`src/rtl/axis_arbiter_if.sv`:
```
// AXI-Stream bundle for axis_arbiter: NUM_SLAVES concatenated request inputs and one output.
// The master modport is the arbiter's view; slave is the surrounding sources and sink.
interface axis_arbiter_if #(
    parameter int unsigned BUS_WIDTH  = 1,
    parameter int unsigned USER_WIDTH = 1,
    parameter int unsigned DEST_WIDTH = 1,
    parameter int unsigned NUM_SLAVES = 2
);
    logic [NUM_SLAVES-1:0]             s_axis_tvalid;
    logic [NUM_SLAVES-1:0]             s_axis_tready;
    logic [NUM_SLAVES-1:0]             s_axis_tlast;
    logic [NUM_SLAVES*BUS_WIDTH*8-1:0] s_axis_tdata;
    logic [NUM_SLAVES*BUS_WIDTH-1:0]   s_axis_tkeep;
    logic [NUM_SLAVES*USER_WIDTH-1:0]  s_axis_tuser;
    logic [NUM_SLAVES*DEST_WIDTH-1:0]  s_axis_tdest;

    logic                              m_axis_tvalid;
    logic                              m_axis_tready;
    logic                              m_axis_tlast;
    logic [BUS_WIDTH*8-1:0]            m_axis_tdata;
    logic [BUS_WIDTH-1:0]              m_axis_tkeep;
    logic [USER_WIDTH-1:0]             m_axis_tuser;
    logic [DEST_WIDTH-1:0]             m_axis_tdest;

    modport master (
        input  s_axis_tvalid, s_axis_tlast, s_axis_tdata, s_axis_tkeep, s_axis_tuser,
        input  s_axis_tdest, m_axis_tready,
        output s_axis_tready, m_axis_tvalid, m_axis_tlast, m_axis_tdata, m_axis_tkeep,
        output m_axis_tuser, m_axis_tdest
    );

    modport slave (
        output s_axis_tvalid, s_axis_tlast, s_axis_tdata, s_axis_tkeep, s_axis_tuser,
        output s_axis_tdest, m_axis_tready,
        input  s_axis_tready, m_axis_tvalid, m_axis_tlast, m_axis_tdata, m_axis_tkeep,
        input  m_axis_tuser, m_axis_tdest
    );
endinterface

```
`src/rtl/axis_arbiter.sv`:
```
// AXI-Stream round-robin arbiter: packet-locked grant over NUM_SLAVES inputs,
// single registered output stage with full in-packet throughput.
module axis_arbiter #(
    parameter int unsigned BUS_WIDTH  = 1,
    parameter int unsigned USER_WIDTH = 1,
    parameter int unsigned DEST_WIDTH = 1,
    parameter int unsigned NUM_SLAVES = 2
) (
    input  logic                          aclk,
    input  logic                          arstn,
    axis_arbiter_if.master                bus,
    output logic [$clog2(NUM_SLAVES)-1:0] grant_id,
    output logic                          busy
);
    localparam int unsigned GW = $clog2(NUM_SLAVES);
    localparam int unsigned DW = BUS_WIDTH * 8;

    localparam logic [0:0] StIdle  = 1'b0;
    localparam logic [0:0] StGrant = 1'b1;

    logic [0:0]            state_q, state_d;
    logic                  run_q;
    logic [GW-1:0]         rr_ptr_q, rr_ptr_d;
    logic [GW-1:0]         grant_q, grant_d;
    logic                  m_valid_q, m_valid_d;
    logic                  m_last_q, m_last_d;
    logic [DW-1:0]         m_data_q, m_data_d;
    logic [BUS_WIDTH-1:0]  m_keep_q, m_keep_d;
    logic [USER_WIDTH-1:0] m_user_q, m_user_d;
    logic [DEST_WIDTH-1:0] m_dest_q, m_dest_d;

    logic                  found;
    logic [GW-1:0]         pick;
    logic                  out_ready;
    logic                  accept;
    logic                  sel_last;
    logic [DW-1:0]         sel_data;
    logic [BUS_WIDTH-1:0]  sel_keep;
    logic [USER_WIDTH-1:0] sel_user;
    logic [DEST_WIDTH-1:0] sel_dest;

    // First valid input at or above rr_ptr, wrapping.
    always_comb begin
        int unsigned idx;
        idx   = 0;
        found = 1'b0;
        pick  = '0;
        for (int unsigned i = 0; i < NUM_SLAVES; i++) begin
            idx = (32'(rr_ptr_q) + i) % NUM_SLAVES;
            if (!found && bus.s_axis_tvalid[idx]) begin
                found = 1'b1;
                pick  = GW'(idx);
            end
        end
    end

    always_comb begin
        sel_last = bus.s_axis_tlast[grant_q];
        sel_data = bus.s_axis_tdata[32'(grant_q) * DW +: DW];
        sel_keep = bus.s_axis_tkeep[32'(grant_q) * BUS_WIDTH +: BUS_WIDTH];
        sel_user = bus.s_axis_tuser[32'(grant_q) * USER_WIDTH +: USER_WIDTH];
        sel_dest = bus.s_axis_tdest[32'(grant_q) * DEST_WIDTH +: DEST_WIDTH];
    end

    assign out_ready = !m_valid_q || bus.m_axis_tready;
    assign accept    = (state_q == StGrant) && bus.s_axis_tvalid[grant_q] && out_ready;

    always_comb begin
        bus.s_axis_tready = '0;
        if (state_q == StGrant) begin
            bus.s_axis_tready[grant_q] = out_ready;
        end
    end

    always_comb begin
        state_d  = state_q;
        rr_ptr_d = rr_ptr_q;
        grant_d  = grant_q;
        case (state_q)
            StIdle: begin
                if (found) begin
                    grant_d = pick;
                    state_d = StGrant;
                end
            end
            StGrant: begin
                if (accept && sel_last) begin
                    state_d  = StIdle;
                    rr_ptr_d = (grant_q == GW'(NUM_SLAVES - 1)) ? '0 : grant_q + 1'b1;
                end
            end
            default: state_d = StIdle;
        endcase
    end

    always_comb begin
        m_valid_d = m_valid_q;
        m_last_d  = m_last_q;
        m_data_d  = m_data_q;
        m_keep_d  = m_keep_q;
        m_user_d  = m_user_q;
        m_dest_d  = m_dest_q;
        if (accept) begin
            m_valid_d = 1'b1;
            m_last_d  = sel_last;
            m_data_d  = sel_data;
            m_keep_d  = sel_keep;
            m_user_d  = sel_user;
            m_dest_d  = sel_dest;
        end else if (bus.m_axis_tready) begin
            m_valid_d = 1'b0;
        end
    end

    // run_q delays the first active edge so reset release is seen synchronously.
    always_ff @(posedge aclk or negedge arstn) begin
        if (!arstn) begin
            run_q     <= 1'b0;
            state_q   <= StIdle;
            rr_ptr_q  <= '0;
            grant_q   <= '0;
            m_valid_q <= 1'b0;
            m_last_q  <= 1'b0;
            m_data_q  <= '0;
            m_keep_q  <= '0;
            m_user_q  <= '0;
            m_dest_q  <= '0;
        end else if (!run_q) begin
            run_q <= 1'b1;
        end else begin
            state_q   <= state_d;
            rr_ptr_q  <= rr_ptr_d;
            grant_q   <= grant_d;
            m_valid_q <= m_valid_d;
            m_last_q  <= m_last_d;
            m_data_q  <= m_data_d;
            m_keep_q  <= m_keep_d;
            m_user_q  <= m_user_d;
            m_dest_q  <= m_dest_d;
        end
    end

    assign bus.m_axis_tvalid = m_valid_q;
    assign bus.m_axis_tlast  = m_last_q;
    assign bus.m_axis_tdata  = m_data_q;
    assign bus.m_axis_tkeep  = m_keep_q;
    assign bus.m_axis_tuser  = m_user_q;
    assign bus.m_axis_tdest  = m_dest_q;
    assign grant_id          = grant_q;
    assign busy              = (state_q == StGrant);
endmodule

```
`src/flat_wrapper.sv`:
```
// flat-port wrapper written by rule: the top's interface ports become plain ports
module axis_arbiter_flat 
#(
    parameter int unsigned BUS_WIDTH  = 1,
    parameter int unsigned USER_WIDTH = 1,
    parameter int unsigned DEST_WIDTH = 1,
    parameter int unsigned NUM_SLAVES = 2
)
  (aclk, arstn, grant_id, busy, bus_s_axis_tvalid, bus_s_axis_tlast, bus_s_axis_tdata, bus_s_axis_tkeep, bus_s_axis_tuser, bus_s_axis_tdest, bus_m_axis_tready, bus_s_axis_tready, bus_m_axis_tvalid, bus_m_axis_tlast, bus_m_axis_tdata, bus_m_axis_tkeep, bus_m_axis_tuser, bus_m_axis_tdest);
  axis_arbiter_if #(.BUS_WIDTH(BUS_WIDTH), .USER_WIDTH(USER_WIDTH), .DEST_WIDTH(DEST_WIDTH), .NUM_SLAVES(NUM_SLAVES)) bus_i ();
  input  logic aclk;
  input  logic arstn;
  output logic [$clog2(NUM_SLAVES)-1:0] grant_id;
  output logic busy;
  input wire logic [$bits(bus_i.s_axis_tvalid)-1:0] bus_s_axis_tvalid;
  input wire logic [$bits(bus_i.s_axis_tlast)-1:0] bus_s_axis_tlast;
  input wire logic [$bits(bus_i.s_axis_tdata)-1:0] bus_s_axis_tdata;
  input wire logic [$bits(bus_i.s_axis_tkeep)-1:0] bus_s_axis_tkeep;
  input wire logic [$bits(bus_i.s_axis_tuser)-1:0] bus_s_axis_tuser;
  input wire logic [$bits(bus_i.s_axis_tdest)-1:0] bus_s_axis_tdest;
  input wire logic [$bits(bus_i.m_axis_tready)-1:0] bus_m_axis_tready;
  output wire logic [$bits(bus_i.s_axis_tready)-1:0] bus_s_axis_tready;
  output wire logic [$bits(bus_i.m_axis_tvalid)-1:0] bus_m_axis_tvalid;
  output wire logic [$bits(bus_i.m_axis_tlast)-1:0] bus_m_axis_tlast;
  output wire logic [$bits(bus_i.m_axis_tdata)-1:0] bus_m_axis_tdata;
  output wire logic [$bits(bus_i.m_axis_tkeep)-1:0] bus_m_axis_tkeep;
  output wire logic [$bits(bus_i.m_axis_tuser)-1:0] bus_m_axis_tuser;
  output wire logic [$bits(bus_i.m_axis_tdest)-1:0] bus_m_axis_tdest;
  assign bus_i.s_axis_tvalid = bus_s_axis_tvalid;
  assign bus_i.s_axis_tlast = bus_s_axis_tlast;
  assign bus_i.s_axis_tdata = bus_s_axis_tdata;
  assign bus_i.s_axis_tkeep = bus_s_axis_tkeep;
  assign bus_i.s_axis_tuser = bus_s_axis_tuser;
  assign bus_i.s_axis_tdest = bus_s_axis_tdest;
  assign bus_i.m_axis_tready = bus_m_axis_tready;
  assign bus_s_axis_tready = bus_i.s_axis_tready;
  assign bus_m_axis_tvalid = bus_i.m_axis_tvalid;
  assign bus_m_axis_tlast = bus_i.m_axis_tlast;
  assign bus_m_axis_tdata = bus_i.m_axis_tdata;
  assign bus_m_axis_tkeep = bus_i.m_axis_tkeep;
  assign bus_m_axis_tuser = bus_i.m_axis_tuser;
  assign bus_m_axis_tdest = bus_i.m_axis_tdest;
  axis_arbiter #(.BUS_WIDTH(BUS_WIDTH), .USER_WIDTH(USER_WIDTH), .DEST_WIDTH(DEST_WIDTH), .NUM_SLAVES(NUM_SLAVES)) u_core (.aclk(aclk), .arstn(arstn), .bus(bus_i), .grant_id(grant_id), .busy(busy));
endmodule
```
`config.mk`:
```
export PLATFORM = sky130hd
export DESIGN_NAME = axis_arbiter_flat
export DESIGN_NICKNAME = d
export VERILOG_FILES = /design/src/rtl/axis_arbiter_if.sv /design/src/rtl/axis_arbiter.sv /design/src/flat_wrapper.sv
export SDC_FILE = /design/constraint.sdc
export NUM_CORES = 1
export LEC_CHECK = 0
export ABC_AREA = 1
export ABC_CLOCK_PERIOD_IN_PS = 1100
export CAP_MARGIN = 10
export CORE_AREA = 2 2 54 56
export DETAILED_ROUTE_END_ITERATION = 8
export DIE_AREA = 0 0 56 58
export GPL_TIMING_DRIVEN = 0
export PLACE_DENSITY = 0.71
export SETUP_SLACK_MARGIN = 0.05
export SLEW_MARGIN = 5
export SYNTH_ARGS = -nofsm -noshare
export SYNTH_HDL_FRONTEND = slang
export SYNTH_SLANG_ARGS = --single-unit
```
`constraint.sdc`:
```
create_clock -name aclk -period 1.1 [get_ports aclk]
set_input_delay 0.275 -clock aclk [delete_from_list [all_inputs] [get_ports aclk]]
set_output_delay 0.275 -clock aclk [all_outputs]
set_load 0.01 [all_outputs]
```
==> impl_results.md, run 1 <==
- Synth-to-Final Area Change: 88.6%
- Sink Count: 17
- Share of layout cells above drive strength 1: 51.5%
- Post-route ant nets: 0
- DRC: 0
- Largest net degree at the start of global routing: 18
- Die height: 58 µm
- Syn Inst Count: 98
- VDD IR-drop max: 1530 µV
- Root buf cell: clkbuf_4
- # rows: 19
- Hold Violations, Final: 0
- IO buf count: 45
- Die width: 56 µm
- Vias in the first global route: 867
- Starting Density: 32.3%
- CTS Buffer Depth: 2
- Avg Vias per Cell: 4.67
- Pre-CTS setup slack: -0.719 ns
- Status: complete, but fails checks
- CORE AREA: 0.00266 mm²
- DR pass1 iterations: 4
- CTS clk-pin slew, worst paths: 0.10 ns
- CP required: 0.82 ns
- Yosys cell types: 19
- Hold Buf Count CTS: 0
- DP Area: 0.00136 mm²
- First-pass GRT wire length: 4.11 mm
- Syn Std Cell Area: 860 µm²
- Syn nets: 127
- Max-cap violations: 0
- Die area: 0.00325 mm²
- Initial DRC count: 11
- Critical Path Source Type: flip-flop
- CP max FO: 3
- Violated checks: negative setup slack
- Hold WC Path Type: in2async
- Final instance area: 0.00162 mm²
- GPL Wtd Cong: 0.694
- Routed WL: 2.68 mm
- Synth Warn #: 0
- Post-route clock period utilization: 130%
- Wire per inst: 13.5 µm
- Final std cells w/o fill: 198
- Setup TNS: -4.30 ns
- RSZ-0062 raised after global routing: true
- Total grt overflow: 0
- Least-Margin Pin Slew: 0.791 ns
- Final worst path period need: 1.43 ns
- Placed cell count: 174
- CTS tree: done
- Nets: 197
- PwrDens: 2500 mW/mm²
- Maximum clock frequency: 700 MHz
- Antenna violations before repair: 0
- Syn avg cell area: 8.77 µm²
- Overall Global Routing Usage: 16.1%
- WP data arrival: 1.15 ns
- Relative slew slack: 47.2%
- Pins Over Slew Limit: 0
- Hold Slack: 0.0527 ns
- Total CTS buffers: 3
- Worst skew pair latency: 0.28 ns
- Setup violators final: 26
- Vias post-DR: 925
- Setup CP Type: reg2out
- Register area share after synthesis: 49.5%
- Number of diodes: 0
- Setup WS post-layout: -0.328 ns
- Setup Skew: 0.00163 ns
- Leak pwr: 0.000794 µW
- Ports: 46
- #FFs+latches synth: 17
- Worst setup EP type: output pin
- # H-tree levels: 1
- Hpwl dp: 1.69 mm
## critical path, cell delays in order, from the launching register on
cell and delay, ns:
dfrtp_2 0.46, buf_6 0.13, buf_6 0.11, nor2_4 0.07, buf_6 0.10
## cell type report
class | count | area, µm²
buffer | 3 | 45.0
timing repair buffer | 66 | 609
tap | 31 | 38.8
inverter | 4 | 17.5
fill | 244 | 1040
multi-input combinational | 73 | 457
sequential | 17 | 428
clock buffer | 4 | 26.3
## final timing paths
check | from | end | slack (ns) | cells past startpoint
max | u_core.grant_id | bus_s_axis_tready[0] | -0.33 | 4
min | arstn | u_core.rr_ptr_q | 0.05 | 1
max reg2reg | u_core.grant_id | u_core.bus.m_axis_tdata[2] | -0.32 | 6
min reg2reg | u_core.bus.m_axis_tdata[3] | u_core.bus.m_axis_tdata[3] | 0.49 | 2
max in group asynchronous | arstn | u_core.busy | 0.51 | 1
min in group aclk | bus_m_axis_tready | u_core.bus.m_axis_tvalid | 0.41 | 4
## cells in the mapped netlist
| cell type | number | area (µm²) |
|---|---|---|
| inv_2 | 1 | 3.75 |
| nand2_4 | 1 | 11.3 |
| buf_12 | 1 | 20.0 |
| o21ai_2 | 3 | 26.3 |
| o21ai_0 | 15 | 75.1 |
| buf_6 | 1 | 11.3 |
| o21ai_1 | 8 | 40.0 |
| inv_1 | 3 | 11.3 |
| nand4_1 | 1 | 6.26 |
| buf_4 | 1 | 7.51 |
| or2_2 | 11 | 68.8 |
| nor2_1 | 3 | 11.3 |
| conb_1 | 1 | 3.75 |
| a21oi_4 | 1 | 16.3 |
| nand3_1 | 1 | 5.00 |
| nand2_2 | 3 | 18.8 |
| clkbuf_1 | 1 | 3.75 |
| dfrtp_1 | 17 | 425 |
| nand2_1 | 25 | 93.8 |
## where the power goes
| part | internal, µW | switching, µW |
|---|---|---|
| Sequential | 915 | 202 |
| Clock | 141 | 200 |
| Combinational | 1420 | 1180 |
## placed cells by master (no fill, tap or decap), types with 2 or more instances in the layout
master	Yosys	final
nand2_4	1	2
dfrtp_2	0	2
nand2_1	25	17
dfrtp_1	17	15
o21ai_2	3	11
clkdlybuf4s50_1	0	26
clkbuf_4	0	3
buf_2	0	12
o21ai_1	8	10
nand2_2	3	10
nor2_4	0	2
buf_4	1	13
dlymetal6s2s_1	0	2
buf_6	1	12
or2_2	11	9
o21ai_0	15	5
inv_1	3	2
or2_4	0	2
## cells by family after synthesis
group	share of synthesized area, %
simple gates	25.0
compound gates	18.3
flops	49.5
buf+inv	6.70
other cells	0.436
## stage by stage
step / util [%] / power, µW
after floorplan: - / 2060
after global placement: 50.9 / 2950
after detailed placement: 50.9 / 2990
after CTS: 57.4 / 3720
after global routing: 60.9 / 4320
final: 60.9 / 4060
## flip-flops by register name, indices dropped and copies added, names as in the netlist
name                      flops
u_core.bus.m_axis_tdata       8
u_core.bus.m_axis_tdest       1
u_core.bus.m_axis_tkeep       1
u_core.bus.m_axis_tlast       1
u_core.bus.m_axis_tuser       1
u_core.bus.m_axis_tvalid      1
u_core.busy                   1
u_core.grant_id               1
u_core.rr_ptr_q               1
u_core.run_q                  1
## per-layer routing
layer,routed length (µm),part of all wire (%),vias up,global-route usage (%)
li1,-,-,456,-
met3,136,5.1,4,2.46
met2,1450,54,26,29.9
met5,0,0,-,0
met4,24,0.90,0,2.04
met1,1060,40,439,20.4
## what timing repair did
item,4_1_cts,5_1_grt
pin swaps,4,4
buffers inserted,15,6
setup endpoints to repair,32,50
gates cloned,1,0
resized for setup,99,24
No activity file was read; power rests on OpenSTA's default activity.
==> run 2: changes to the inputs <==
--- a/config.mk
+++ b/config.mk
@@ -14,7 +14,6 @@
 export GPL_TIMING_DRIVEN = 0
 export PLACE_DENSITY = 0.71
 export SETUP_SLACK_MARGIN = 0.05
-export SLEW_MARGIN = 5
 export SYNTH_ARGS = -nofsm -noshare
 export SYNTH_HDL_FRONTEND = slang
 export SYNTH_SLANG_ARGS = --single-unit
==> results of run 2 <==
The final DEF is identical to that of run 1; final timing and power are the same.
